### src/rtl/reorder_buffer.sv
// In-order retirement buffer: allocate at tail, complete out of order, retire from head.
// Optional ROB_PERF_EN adds a 32-bit retired-instruction counter (commit_cnt).
module reorder_buffer #(
    parameter int DEPTH = 16,
    parameter int TAG_W = 6,
    parameter int IDX_W = $clog2(DEPTH)
) (
    input  logic             clk,
    input  logic             rst,
    input  logic             alloc_valid,
    input  logic [4:0]       alloc_rd,
    input  logic [TAG_W-1:0] alloc_tag_new,
    input  logic [TAG_W-1:0] alloc_tag_old,
    output logic             alloc_ready,
    output logic [IDX_W-1:0] alloc_idx,
    input  logic             cmpl_valid,
    input  logic [IDX_W-1:0] cmpl_idx,
    input  logic             flush,
    output logic             commit_valid,
    output logic [4:0]       commit_rd,
    output logic [TAG_W-1:0] commit_tag_new,
    output logic [TAG_W-1:0] commit_tag_old,
    output logic [IDX_W:0]   count
`ifdef ROB_PERF_EN
    ,
    output logic [31:0]      commit_cnt
`endif
);

    localparam logic [IDX_W:0] FULL_COUNT = (IDX_W+1)'(DEPTH);

    logic [DEPTH-1:0] valid_q;
    logic [DEPTH-1:0] done_q;
    logic [4:0]       rd_q      [DEPTH];
    logic [TAG_W-1:0] tag_new_q [DEPTH];
    logic [TAG_W-1:0] tag_old_q [DEPTH];
    logic [IDX_W-1:0] head_q;
    logic [IDX_W-1:0] tail_q;
    logic [IDX_W:0]   count_q;
    logic             alloc_fire;
    logic             empty;

    assign empty        = (count_q == '0);
    assign alloc_ready  = (count_q != FULL_COUNT);
    assign alloc_fire   = alloc_valid && alloc_ready && !flush;
    assign alloc_idx    = tail_q;
    assign count        = count_q;
    assign commit_valid = valid_q[head_q] && done_q[head_q] && !flush;

    // Fields read as zero when empty so stale entries never leak to the free list.
    assign commit_rd      = empty ? '0 : rd_q[head_q];
    assign commit_tag_new = empty ? '0 : tag_new_q[head_q];
    assign commit_tag_old = empty ? '0 : tag_old_q[head_q];

    always_ff @(posedge clk) begin
        if (rst || flush) begin
            valid_q <= '0;
            done_q  <= '0;
            head_q  <= '0;
            tail_q  <= '0;
            count_q <= '0;
        end else begin
            // Completion looks at current valid bits, so a same-cycle alloc is not yet completable.
            if (cmpl_valid && valid_q[cmpl_idx]) begin
                done_q[cmpl_idx] <= 1'b1;
            end
            if (commit_valid) begin
                valid_q[head_q] <= 1'b0;
                head_q          <= head_q + IDX_W'(1);
            end
            if (alloc_fire) begin
                valid_q[tail_q]   <= 1'b1;
                done_q[tail_q]    <= 1'b0;
                rd_q[tail_q]      <= alloc_rd;
                tag_new_q[tail_q] <= alloc_tag_new;
                tag_old_q[tail_q] <= alloc_tag_old;
                tail_q            <= tail_q + IDX_W'(1);
            end
            count_q <= count_q + {{IDX_W{1'b0}}, alloc_fire}
                               - {{IDX_W{1'b0}}, commit_valid};
        end
    end

`ifdef ROB_PERF_EN
    // Survives flush on purpose: it tracks architectural retirement over the whole run.
    always_ff @(posedge clk) begin
        if (rst) begin
            commit_cnt <= '0;
        end else if (commit_valid) begin
            commit_cnt <= commit_cnt + 32'd1;
        end
    end
`endif

endmodule

### config.mk
export PLATFORM = sky130hd
export DESIGN_NAME = reorder_buffer
export DESIGN_NICKNAME = d
export VERILOG_FILES = /design/src/rtl/reorder_buffer.sv
export SDC_FILE = /design/constraint.sdc
export NUM_CORES = 1
export LEC_CHECK = 0
export CAP_MARGIN = 20
export CORE_MARGIN = 2
export CORE_UTILIZATION = 63
export CTS_BUF_LIST = sky130_fd_sc_hd__clkbuf_8
export DETAILED_ROUTE_END_ITERATION = 7
export PLACE_DENSITY = 0.8
export SLEW_MARGIN = 10
export SYNTH_ARGS = -nofsm -noshare
export SYNTH_HDL_FRONTEND = slang
export SYNTH_SLANG_ARGS = --single-unit
### constraint.sdc
create_clock -name clk -period 4 [get_ports clk]
set_input_delay 0.6 -clock clk [delete_from_list [all_inputs] [get_ports clk]]
set_output_delay 0.6 -clock clk [all_outputs]
set_load 0.02 [all_outputs]
==> flow_metrics.py <==
metrics = {
    "clock_network": {
        "cts_sinks": 321,
        "post_cts_buffers": 0,
        "cts_tree": "yes",
        "cts_buffers": 49,
        "cts_root_buf": "clkbuf_8",
        "cts_max_path_buffers": 3,
        "clock_latency_ps": 560,
        "cts.clk_slew.worst_paths_ps": 50,
        "post_cts_resized": 0,
        "htree_levels": 2,
        "ctsHoldBuffers": 0,
    },
    "synth": {
        "syn-num-nets": 743,
        "synth_top_area_share_pct": 62.9,
        "avgSynthCellArea_um2": 18.5,
        "synth_cells": 702,
        "yosys_warnings": 0,
        "ys_ff_latch": 321,
        "synth_most_common_cell": "edfxtp_1",
        "synthTopCellsByCount": "edfxtp_1 (272), mux4_2 (89), dfxtp_1 (49)",
        "synth-edff-count": 272,
        "yosysSeqAreaShare_pct": 70.4,
        "synth_area_um2": 13000,
        "synth.area.top_cells": "edfxtp_1 (63%), mux4_2 (15%), dfxtp_1 (7.6%)",
        "synth_area_leader_cell": "edfxtp_1",
        "synth_ff_type": "edfxtp_1",
        "async_flop_share_pct": 0,
        "synth.distinct_cells": 47,
    },
    "final_layout": {
        "multiInputGateArea_um2": 3620,
        "syn2layout_area_growth_pct": 14.6,
        "fin_cells": 1100,
        "diodes": 0,
        "drive_gt1_share_pct": 24.5,
        "fillers": 1163,
        "fin_nets": 834,
        "regArea_um2": 9150,
    },
    "pwr": {
        "p_leak_nw": 4.70,
        "ir_drop_mv": 0.350,
        "powerDensity_nw_per_um2": 423,
    },
    "timing": {
        "rsz0062_at_grt": "false",
        "relSlewSlack_pct": 49.7,
        "hold_viol": 0,
        "slew_viol_final": 0,
        "post-route-period-util_pct": 95.7,
        "clock_skew_ps": 10.9,
        "fmax_ghz": 0.261,
        "fin_crit_ps": 3830,
        "worstMarginPinSlew_ps": 753,
        "setup_violations": 0,
        "totalNegativeSetupSlack_ps": 0,
    },
    "critical_path": {
        "start_kind": "flip-flop",
        "cp_max_fo": 22,
        "path_delay_family": "multiplexers",
        "slowest_delay_ps": 650,
        "crit_type": "flip-flop to output port",
        "crit_slowest_cell": "dfxtp_4",
        "crit_chain": "buf_12 -> mux4_2 -> mux4_2 -> nor2b_1 -> clkdlybuf4s50_1",
        "crit_buf_inv": 2,
        "end_kind": "output port",
        "required_ps": 3400,
        "cp_common_cell": "mux4_2",
        "r2r_setup_slack_ps": 520,
        "crit_arrival_ps": 3230,
    },
    "global_routing": {
        "grt_usage_pct": 26.2,
        "grt_max_degree": 69,
        "grt_first_pass_wirelength_um": 42000,
        "grt-ovfl-total": 0,
        "grt_pass1_vias": 7303,
        "antenna_found_initial": 0,
    },
    "route": {
        "post_drt_wl_per_cell_um": 25.0,
        "dr.pass1.iters": 6,
        "route.antenna.remaining_nets": 0,
        "vias": 6932,
        "first_iter_violations": 676,
        "drc_errors": 0,
        "drt-total-wl_um": 27500,
        "routed_via_density": 6.30,
    },
    "die": {
        "die_h_um": 148,
        "dieArea_um2": 21800,
        "die_w_um": 148,
        "coreArea_um2": 20200,
        "num_io_pins": 54,
        "start_util_pct": 64.2,
        "rows": 52,
    },
    "placed_design": {
        "post-place-cells": 1012,
        "gp_congestion": 0.872,
        "numPortBuffers": 53,
        "hpwl_um": 16800,
    },
    "status": {
        "status": "complete, no violations",
    },
    "job": {
        "maxCapViolations": 0,
    },
    "hold_path": {
        "hp-class": "flip-flop to flip-flop",
    },
}
## cells by family (layout without fill, tap and decap cells)
group | after synthesis | after routing | synth area share [%]
AOI/OAI and AO/OA | 79 | 79 | 3.93
xor gates and xnor gates | 7 | 7 | 0.472
DFF | 321 | 321 | 70.4
buffers and inverters | 59 | 187 | 2.03
muxes | 102 | 102 | 16.9
adders and majority gates | 15 | 15 | 1.50
and+or+nand+nor | 119 | 119 | 4.68
## sequential cells by signal (all words and copies together), names as in the netlist, named ones only
| signal | count |
|---|---|
| head_q | 4 |
| alloc_idx | 4 |
| tag_new_q | 96 |
| valid_q | 16 |
| rd_q | 80 |
| count | 5 |
| done_q | 16 |
| tag_old_q | 96 |
## placed cells by master (no fill, tap or decap), types with 3 or more instances in the layout
cell type and count:
edfxtp_1 272, inv_1 29, nor2b_1 23, o21ai_1 5, and3_1 3, mux4_2 89
and2_1 6, a311oi_1 4, ha_1 14, clkinv_2 5, buf_12 4, clkbuf_8 51
clkdlybuf4s50_1 53, mux2i_1 9, buf_4 28, a21oi_1 27, a22oi_1 8, nand3_1 8
xnor2_1 5, a211oi_1 5, nand2_1 27, o21ai_0 13, o211ai_1 6, nand2b_1 3
mux4_1 4, nor2_1 17, clkinv_1 14, dfxtp_1 47, nor2_2 16, o311ai_0 4
## worst reg2reg max path: stages (launching register included)
cell and delay, ps:
dfxtp_1 650, mux4_1 630, nor3b_2 210, o32ai_4 300, inv_1 110, ha_1 290
inv_1 50, ha_1 150, inv_1 50, fa_1 360, inv_1 110, a21oi_1 70
nor2_1 90, nor2_1 50, xnor2_1 160, nor2_1 50
## path summary, 6_finish.rpt
path | from | endpoint | depth (start not counted)
max | flip-flop | commit_rd[3] | 5
min | valid_q[5] | valid_q[5] | 2
max reg2reg | head_q[0] | count[4] | 15
min reg2reg | valid_q[5] | valid_q[5] | 2
## where the power goes
part	switching [mW]	internal (mW)
logic	0.0995	0.0609
clock network	1.19	1.31
registers	0.00435	3.63
total	1.29	5.00
## through the flow
stage / instance area (µm²) / total power, mW / worst slack, ps / utilization, % / hold slack (ps)
6_report: 14900 / 6.29 / 174 / 73.6 / 502
3_5_place_dp: 14000 / 3.87 / 555 / 69.1 / 483
5_1_grt: 14900 / 6.48 / 3.27 / 73.6 / 525
2_1_floorplan: 13000 / 3.77 / 657 / - / 459
4_1_cts: 14900 / 6.34 / 109 / 73.6 / 499
3_3_place_gp: 14000 / 3.86 / 664 / 69.1 / 481
## final cells by class
cell class	count	share of cell area, %
repair buffers	85	5.51
clock buffers	51	4.71
well taps	270	2.27
inverters	14	0.353
multi-input cells	322	24.3
clock inverters	37	1.36
flip-flops and latches	321	61.5
## routing by layer
layer	GRT usage, %	share of wire, %
met1	35.9	39
met2	42.6	51
met3	6.05	7.8
met4	8.41	2.3
met5	0	0
Power figures use the tool's default switching activity.
